[config.mk]
export PLATFORM = sky130hd
export DESIGN_NAME = mvu_apb_arbiter
export DESIGN_NICKNAME = d
export VERILOG_FILES = /design/src/rtl/mvu_pkg.sv /design/src/rtl/pito_pkg.sv /design/src/rtl/rr_arbiter.sv /design/src/rtl/mvu_apb_arbiter.sv
export SDC_FILE = /design/constraint.sdc
export NUM_CORES = 1
export LEC_CHECK = 0
export CAP_MARGIN = 10
export CELL_PAD_IN_SITES_DETAIL_PLACEMENT = 1
export CELL_PAD_IN_SITES_GLOBAL_PLACEMENT = 2
export CORE_AREA = 2 2 264 266
export CTS_BUF_LIST = sky130_fd_sc_hd__clkbuf_8
export DETAILED_ROUTE_END_ITERATION = 8
export DIE_AREA = 0 0 266 268
export GPL_TIMING_DRIVEN = 0
export HOLD_SLACK_MARGIN = 0.05
export PLACE_DENSITY_LB_ADDON = 0.1
export SYNTH_ARGS = -nofsm -noshare
export SYNTH_HDL_FRONTEND = slang
export SYNTH_SLANG_ARGS = --single-unit
[constraint.sdc]
create_clock -name clk -period 4 [get_ports clk]
set_input_delay 0.8 -clock clk [delete_from_list [all_inputs] [get_ports clk]]
set_output_delay 0.8 -clock clk [all_outputs]
set_load 0.01 [all_outputs]
[src/rtl/mvu_pkg.sv]
// ============================================================================
// Module : mvu_pkg
// Brief  : MVU array constants and APB arbiter state encoding.
// Rev    : 1.0 - initial release
// ============================================================================
`default_nettype none

package mvu_pkg;
   localparam int NMVU            = 8;
   localparam int APB_ARB_TIMEOUT = 256;

   typedef enum logic [1:0] {
      APB_ARB_IDLE   = 2'd0,
      APB_ARB_SETUP  = 2'd1,
      APB_ARB_ACCESS = 2'd2,
      APB_ARB_RESP   = 2'd3
   } apb_arb_state_t;
endpackage

`default_nettype wire

[src/rtl/pito_pkg.sv]
// ============================================================================
// Module : pito_pkg
// Brief  : pito SoC APB bus widths shared with the MVU configuration path.
// Rev    : 1.0 - initial release
// ============================================================================
`default_nettype none

package pito_pkg;
   localparam int APB_ADDR_WIDTH = 32;
   localparam int APB_DATA_WIDTH = 32;
endpackage

`default_nettype wire

[src/rtl/rr_arbiter.sv]
// ============================================================================
// Module : rr_arbiter
// Brief  : Combinational round-robin picker; first set request at or after
//          ptr_i, wrapping to 0.
// Rev    : 1.0 - initial release
// ============================================================================
`default_nettype none

module rr_arbiter #(
   parameter int NUM_REQ = 8
) (
   input  logic [NUM_REQ-1:0]         req_i,
   input  logic [$clog2(NUM_REQ)-1:0] ptr_i,
   output logic [NUM_REQ-1:0]         gnt_o,
   output logic [$clog2(NUM_REQ)-1:0] idx_o,
   output logic                       valid_o
);
   localparam int IW = $clog2(NUM_REQ);

   int            j;
   logic [IW-1:0] jj;

   always_comb begin
      gnt_o   = '0;
      idx_o   = '0;
      valid_o = 1'b0;
      j       = 0;
      jj      = '0;
      for (int k = 0; k < NUM_REQ; k++) begin
         j = int'(ptr_i) + k;
         if (j >= NUM_REQ) j = j - NUM_REQ;
         jj = IW'(j);
         if (!valid_o && req_i[jj]) begin
            valid_o   = 1'b1;
            gnt_o[jj] = 1'b1;
            idx_o     = jj;
         end
      end
   end
endmodule

`default_nettype wire

[src/rtl/mvu_apb_arbiter.sv]
// ============================================================================
// Module : mvu_apb_arbiter
// Brief  : Round-robin sharing of the MVU configuration APB slave between
//          NUM_REQ requesters. Optional ACCESS watchdog: MVU_APB_ARB_TIMEOUT_EN.
// Rev    : 1.0 - initial release
// ============================================================================
`default_nettype none

module mvu_apb_arbiter
   import mvu_pkg::*;
#(
   parameter int NUM_REQ        = mvu_pkg::NMVU,
   parameter int ADDR_WIDTH     = pito_pkg::APB_ADDR_WIDTH,
   parameter int DATA_WIDTH     = pito_pkg::APB_DATA_WIDTH,
   parameter int TIMEOUT_CYCLES = mvu_pkg::APB_ARB_TIMEOUT
) (
   input  logic                           clk,
   input  logic                           rst_n,
   input  logic [NUM_REQ-1:0]             req_psel,
   input  logic [NUM_REQ-1:0]             req_pwrite,
   input  logic [NUM_REQ*ADDR_WIDTH-1:0]  req_paddr,
   input  logic [NUM_REQ*DATA_WIDTH-1:0]  req_pwdata,
   output logic [NUM_REQ-1:0]             req_pready,
   output logic [DATA_WIDTH-1:0]          req_prdata,
   output logic [NUM_REQ-1:0]             req_pslverr,
   output logic                           m_psel,
   output logic                           m_penable,
   output logic                           m_pwrite,
   output logic [ADDR_WIDTH-1:0]          m_paddr,
   output logic [DATA_WIDTH-1:0]          m_pwdata,
   input  logic [DATA_WIDTH-1:0]          m_prdata,
   input  logic                           m_pready,
   input  logic                           m_pslverr,
   output logic                           busy,
   output logic [$clog2(NUM_REQ)-1:0]     grant_id
);
   localparam int IW = $clog2(NUM_REQ);

   localparam logic [1:0] ST_IDLE   = APB_ARB_IDLE;
   localparam logic [1:0] ST_SETUP  = APB_ARB_SETUP;
   localparam logic [1:0] ST_ACCESS = APB_ARB_ACCESS;
   localparam logic [1:0] ST_RESP   = APB_ARB_RESP;

   logic [1:0]            state_q,  state_d;
   logic [IW-1:0]         rr_ptr_q, rr_ptr_d;
   logic [IW-1:0]         grant_q,  grant_d;
   logic [ADDR_WIDTH-1:0] addr_q,   addr_d;
   logic [DATA_WIDTH-1:0] wdata_q,  wdata_d;
   logic                  write_q,  write_d;
   logic [DATA_WIDTH-1:0] rdata_q,  rdata_d;
   logic                  err_q,    err_d;

   logic [NUM_REQ-1:0]    w_gnt;
   logic [IW-1:0]         w_idx;
   logic                  w_valid;

   rr_arbiter #(.NUM_REQ(NUM_REQ)) u_rr (
      .req_i   (req_psel),
      .ptr_i   (rr_ptr_q),
      .gnt_o   (w_gnt),
      .idx_o   (w_idx),
      .valid_o (w_valid)
   );

`ifdef MVU_APB_ARB_TIMEOUT_EN
   localparam int CW = $clog2(TIMEOUT_CYCLES + 1);
   logic [CW-1:0] cnt_q, cnt_d;
   logic          w_timeout;

   // cnt_q counts completed ACCESS cycles, so this fires in the last allowed one
   assign w_timeout = (cnt_q == CW'(TIMEOUT_CYCLES - 1));
`else
   logic [31:0] w_unused_timeout;
   assign w_unused_timeout = 32'(TIMEOUT_CYCLES);
`endif

   always_comb begin
      state_d  = state_q;
      rr_ptr_d = rr_ptr_q;
      grant_d  = grant_q;
      addr_d   = addr_q;
      wdata_d  = wdata_q;
      write_d  = write_q;
      rdata_d  = rdata_q;
      err_d    = err_q;
`ifdef MVU_APB_ARB_TIMEOUT_EN
      cnt_d    = cnt_q;
`endif
      case (state_q)
         ST_IDLE: begin
            if (w_valid) begin
               state_d = ST_SETUP;
               grant_d = w_idx;
               addr_d  = req_paddr[int'(w_idx)*ADDR_WIDTH +: ADDR_WIDTH];
               wdata_d = req_pwdata[int'(w_idx)*DATA_WIDTH +: DATA_WIDTH];
               write_d = |(req_pwrite & w_gnt);
            end
         end
         ST_SETUP: begin
            state_d = ST_ACCESS;
`ifdef MVU_APB_ARB_TIMEOUT_EN
            cnt_d   = '0;
`endif
         end
         ST_ACCESS: begin
`ifdef MVU_APB_ARB_TIMEOUT_EN
            cnt_d = cnt_q + 1'b1;
`endif
            if (m_pready) begin
               rdata_d = m_prdata;
               err_d   = m_pslverr;
               state_d = ST_RESP;
            end
`ifdef MVU_APB_ARB_TIMEOUT_EN
            else if (w_timeout) begin
               rdata_d = '0;
               err_d   = 1'b1;
               state_d = ST_RESP;
            end
`endif
         end
         ST_RESP: begin
            state_d  = ST_IDLE;
            rr_ptr_d = (grant_q == IW'(NUM_REQ - 1)) ? '0 : grant_q + 1'b1;
         end
         default: state_d = ST_IDLE;
      endcase
   end

   always_ff @(posedge clk) begin
      if (!rst_n) begin
         state_q  <= ST_IDLE;
         rr_ptr_q <= '0;
         grant_q  <= '0;
         addr_q   <= '0;
         wdata_q  <= '0;
         write_q  <= 1'b0;
         rdata_q  <= '0;
         err_q    <= 1'b0;
`ifdef MVU_APB_ARB_TIMEOUT_EN
         cnt_q    <= '0;
`endif
      end else begin
         state_q  <= state_d;
         rr_ptr_q <= rr_ptr_d;
         grant_q  <= grant_d;
         addr_q   <= addr_d;
         wdata_q  <= wdata_d;
         write_q  <= write_d;
         rdata_q  <= rdata_d;
         err_q    <= err_d;
`ifdef MVU_APB_ARB_TIMEOUT_EN
         cnt_q    <= cnt_d;
`endif
      end
   end

   // Outputs decode from registered state only, so they are glitch-free
   assign m_psel     = (state_q == ST_SETUP) || (state_q == ST_ACCESS);
   assign m_penable  = (state_q == ST_ACCESS);
   assign m_pwrite   = m_psel & write_q;
   assign m_paddr    = m_psel ? addr_q  : '0;
   assign m_pwdata   = m_psel ? wdata_q : '0;
   assign busy       = (state_q != ST_IDLE);
   assign grant_id   = grant_q;
   assign req_prdata = (state_q == ST_RESP) ? rdata_q : '0;

   always_comb begin
      req_pready  = '0;
      req_pslverr = '0;
      if (state_q == ST_RESP) begin
         req_pready[grant_q]  = 1'b1;
         req_pslverr[grant_q] = err_q;
      end
   end
endmodule

`default_nettype wire

======== Yosys cells after proc, flatten, opt, wreduce, memory -nomap -nowiden ========
Index checks and enable logic that the tools add are counted.
storage, ports and cells
  flip-flop bits (word level) ............. 106
  input port bits ......................... 564
  output and inout bits ................... 119
  logic and storage cells ................. 173
cells by class
  add/subtract/negate cells ............... 16
  $lt $le $gt $ge ......................... 26
  equality and inequality tests ........... 6
  shift operators ......................... 2
  muxes and demuxes ....................... 75
  bitwise gates (word level) .............. 10
  reduce and logical (&&, ||, !) cells .... 30
operator list
  operator                                                                      count
  256-bit by 9-bit variable part select with 32-bit output                      2
  32-bit 2-to-1 mux                                                             3
  8-bit 2-to-1 mux                                                              10
  8-bit OR                                                                      7
  3-bit 2-to-1 mux                                                              17
  3-bit by 4-bit less-than comparator with 1-bit output, second input constant  9
  4-bit >= comparator, second input constant                                    7
  1-bit demux with 3-bit select                                                 9
  3-bit by 1-bit >= comparator with 1-bit output, second input constant         9
  1-bit 2-to-1 mux                                                              25
  1-bit binary-select mux with 3-bit select                                     8
  3-bit by 1-bit subtractor with 3-bit output, second input constant            8
  3-bit by 3-bit adder with 4-bit output, second input constant                 4
  8-bit AND                                                                     2
  1-bit logical AND                                                             16
  3-bit by 2-bit adder with 4-bit output, second input constant                 2
  2-bit one-hot mux with 4 select lines                                         1
  8-bit OR reduction                                                            1
  1-bit zero test                                                               7
  2-bit AND reduction                                                           3
  3-bit by 1-bit adder with 4-bit output, second input constant                 1
  2-bit == test, second input constant                                          2
  3-bit by 4-bit >= comparator with 1-bit output, second input constant         1
  2-bit 2-to-1 mux                                                              2
  other kinds (8)                                                               9

======== Longest topological paths before layout ========
  depth after elaboration ................. 28
  depth in mapped cells ................... 17
  depth with buffers taken out ............ 11

======== By module ========
Synthesis repeated with hierarchy kept, for this count alone.
unflattened totals
  cell total of the unflattened synthesis .. 963
  area total of the unflattened synthesis .. 9501.6 µm²
by module, submodules not included
  module           times used  cells an instance  area each (µm²)  sequential area each (µm²)
  mvu_apb_arbiter  1           770                7880.1           2122.0
  rr_arbiter       1           193                1621.6           0.0

======== Worst setup path after synthesis ========
Ideal clock, no wire load.
  kind .................................... flip-flop to flip-flop
  start ................................... register rr_ptr_q[1]
  end ..................................... register wdata_q[14]
  library setup time ...................... 0.124 ns
  data arrival time ....................... 3.857 ns
  required time ........................... 3.876 ns
  slack ................................... 0.019 ns
  stages on the path, launching flop included .. 18
  path buffers ............................ 6
  clock period less this slack ............ 3.981 ns
  cell sequence ........................... dfxtp_1 buf_6 buf_4 inv_1 ha_1 buf_4 nor2b_1 a211oi_1 a221o_1 nand4_4 or4_1 clkbuf_1 and2_1 buf_6 buf_6 a22o_1 o31ai_1 nor4_1
between the ends
  longest elaborated chain between the ends .. 27
  elaborated cells on any way between the ends .. 79
  those cells by class .................... add/sub: 15; order compare: 8; shift: 1; mux: 40; reduce/logical: 15
RTL lines
  element                                                                                          line                    source
  from (decl)                                                                                      mvu_apb_arbiter.sv:45   logic [IW-1:0] rr_ptr_q, rr_ptr_d;
  from (signal assigned)                                                                           mvu_apb_arbiter.sv:145  rr_ptr_q <= rr_ptr_d;
  parallel branches: the longest is 27 deep, another holds 3-bit by 1-bit adder with 4-bit output  -
  to (signal assigned)                                                                             mvu_apb_arbiter.sv:148  wdata_q <= wdata_d;
  to (decl)                                                                                        mvu_apb_arbiter.sv:48   logic [DATA_WIDTH-1:0] wdata_q, wdata_d;
Several ways; the timed one is not identified. The select of a mux whose other input is x is not followed.
A chain may end at the register's enable or synchronous reset.

======== Final worst setup path ========
  start ................................... register rr_ptr_q[1]
  end ..................................... register addr_q[7]
between the ends
  longest elaborated chain between the ends .. 27
  elaborated cells on any way between the ends .. 79
  those cells by class .................... add/sub: 15; order compare: 8; shift: 1; mux: 40; reduce/logical: 15
RTL lines
  element                                                                                          line                    source
  parallel branches: the longest is 27 deep, another holds 3-bit by 1-bit adder with 4-bit output  -
  to (signal assigned)                                                                             mvu_apb_arbiter.sv:147  addr_q <= addr_d;
  to (decl)                                                                                        mvu_apb_arbiter.sv:47   logic [ADDR_WIDTH-1:0] addr_q, addr_d;
Several ways; the timed one is not identified. The select of a mux whose other input is x is not followed.

==> results.toml <==
[outcome]
status = "completed"

[setup_path]
slowest_stage = "or4_4"
r2r_slack_ns = 0.06
required_ns = 4.35
cp.arrival_ns = 4.29
slowest_delay_ns = 0.63
critPathLaunchType = "register"
critical_path.cell_chain = "buf_8, clkinvlp_4, ha_4, buf_8, mux2_4, mux2i_4, a221o_1, buf_6, nand4_4, or4_4, and2_4, buf_12, buf_12, a22o_1, o31ai_4, nor4_2"
worstSetupPathType = "reg2reg"
critPathMaxFanout = 10
worst_setup_path_end_kind = "register"

[die]
coreArea_um2 = 68230
dieArea_um2 = 71290
start_util_pct = 17.87
die_w_um = 266
pin_count = 683
rows = 96
fp.dieH_um = 268

[yosys]
synth-seq-cells = 106
synth_edf_count = 0
synth_top_flop_cell = "dfxtp_1"
ys_async_sr_fraction_pct = 0
synthesis.nets = 2269
ys_types = 66
syn_area_um2 = 12190
netlist_instances = 1693
seq_area_frac_synth_pct = 17.41
synth_top_area_cell = "dfxtp_1"
synth_most_common_cell = "nand2_1"
synthTopCellsByCount = "213 x nand2_1, 199 x nand3_1, 136 x clkbuf_1"
avgSynthCellArea_um2 = 7.200
synth_top_area_share_pct = 17.41
yosys_warnings = 0
synthTopCellsByArea = "dfxtp_1 17%, nand3_1 8.2%, a211oi_1 8.1%"

[timing]
finalHoldViolations = 0
grt_setup_unrepaired = "yes"
hold_slack_ns = 0.4605
tightest_slew_ns = 0.8077
relSlewSlack_pct = 46.15
clock-skew-final_ns = 0.01279
finalSetupViolCount = 0
fmax_mhz = 254.1
finalCritPeriodShare_pct = 98.40
period_needed_ns = 3.936
slew_violations = 0

[final_layout]
nets = 2997
drive_gt1_share_pct = 20.03
area_growth_pct = 94.86
instances_no_fill = 3336

[clock_network]
htree_levels = 3
cts_tree = "built"
cts_num_sinks = 106
clk_path_buf_depth = 2
clock_latency_ns = 0.48
cts_made_buffers = 9
clk_pin_slew_ns = 0.14
holdBufCountCts = 0
root_buffer = "clkbuf_8"

[detailed_routing]
ant_nets = 0
routed_via_density = 5.130
first_pass_iters = 5
via_count = 17120
wirelength_um = 95020
wl_per_cell_um = 28.48
drtIter0Drc = 661
drc_errors = 0

[global_route]
grt_usage_pct = 25.48
antenna_found_initial = 52
grt.overflow.total = 0
grt_first_pass_wirelength_um = 131300
grt_max_degree = 22
grt_pass1_vias = 18430

[pwr]
switching_share_pct = 49.81
p_leak_nw = 8.508
ir_drop_mv = 0.2388
power.density_nw_per_um2 = 471.9
p_sw_mw = 5.583
comb_power_share_pct = 78.6
power.internal_mw = 5.626
clkPwrFrac_pct = 7.1
finalPower_mw = 11.21
power_frac_seq_pct = 14.2

[placed_design]
gp_congestion = 0.8796
dp_cells = 3258
dp_hpwl_um = 76610
io_buffers = 681

[min_path]
worstHoldPathType = "reg2reg"

[job]
cap_violations = 0
==> sequential cells by signal, indices dropped and copies added (netlist names) <==
register  flops
addr_q       32
rdata_q      32
wdata_q      32
grant_id      3
rr_ptr_q      3
state_q       2
err_q         1
write_q       1
==> cell type report <==
class / instances / area, um2
clock buffers: 9 / 123.9
diodes: 28 / 70.07
inverters: 11 / 50.05
repair buffers: 724 / 7315
clock inverters: 7 / 82.58
multi-input cells: 1382 / 11120
plain buffers: 187 / 1762
well taps: 882 / 1104
fillers: 7960 / 44470
flip-flops and latches: 106 / 2130
==> stage by stage <==
| step | setup TNS (ns) | setup WS (ns) | utilization (%) | instance area (um2) |
|---|---|---|---|---|
| 2_1_floorplan | 0 | 0.01890 | - | 12190 |
| 3_3_place_gp | -120.32 | -2.027 | 29.47 | 20110 |
| 3_5_place_dp | -121.33 | -2.019 | 29.52 | 20140 |
| 4_1_cts | -0.07951 | -0.03611 | 33.30 | 22720 |
| 5_1_grt | -0.2671 | -0.02882 | 34.79 | 23730 |
| 6_report | 0 | 0.06396 | 34.81 | 23750 |
==> cells in the final DEF (no fill, tap or decap), types with 28 or more instances in the layout <==
master           netlist  routed
clkdlybuf4s50_1        0     673
a211oi_4               0      28
mux2i_1               91      60
and3_1               130     127
o21a_1                64      64
clkbuf_1             136      42
diode_2                0      28
o31ai_4                0      36
buf_4                  6      41
and2_1               103     102
a21oi_1               41      41
a22o_1                68      62
nand2_1              213     213
nand3_1              199     198
a211oi_2               0      62
mux2i_2                0      28
dfxtp_1              106     104
buf_6                 10      32
nor4_1                69      42
and4_1                64      51
a211oi_1             132      42
==> final timing paths <==
path                     from           to  cells past startpoint
setup / recovery  rr_ptr_q[1]    addr_q[7]                     16
hold / removal    rdata_q[18]  rdata_q[18]                      2
setup reg to reg  rr_ptr_q[1]    addr_q[7]                     16
hold reg to reg   rdata_q[18]  rdata_q[18]                      2
==> worst max-delay path, delay by kind of cell (launching register included) <==
family                     cells  cell delay, ns
adders and majority gates      1            0.30
DFF                            1            0.40
buffers and inverters          6            0.75
AOI/OAI and AO/OA              3            0.73
and+or+nand+nor                4            1.10
muxes                          2            0.53
==> logic make-up after synthesis <==
group                    Yosys count  share of synthesized area, %
multiplexers                     111                         10.15
XOR/XNOR                           4                        0.4107
AO/OA/AOI/OAI                    414                         25.64
buffers and inverters            206                         7.514
flip-flops                       106                         17.41
adder cells (fa/ha/maj)           12                         1.232
AND/OR/NAND/NOR                  840                         37.64
==> power by group through the flow <==
stage	combinational, mW	clock, mW	sequential [mW]
global placement	6.58	0	1.61
floorplan	3.54	0	1.52
CTS	8.29	0.839	1.59
global route	9.39	0.863	1.64
finish	8.81	0.799	1.60
detailed placement	6.61	0	1.61
==> metal layers <==
layer	GRT usage (%)	wire, um
met5	0	360
met4	6.635	1978
met3	7.257	6240
met2	47.00	49200
met1	28.61	37240
==> what timing repair did <==
item / 4_1_cts / 5_1_grt
setup buffers: 28 / 9
setup endpoints to repair: 115 / 65
cloned: 2 / 3
pin swaps: 67 / 48
resized for setup: 494 / 205
(Power assumes the default switching activity.)
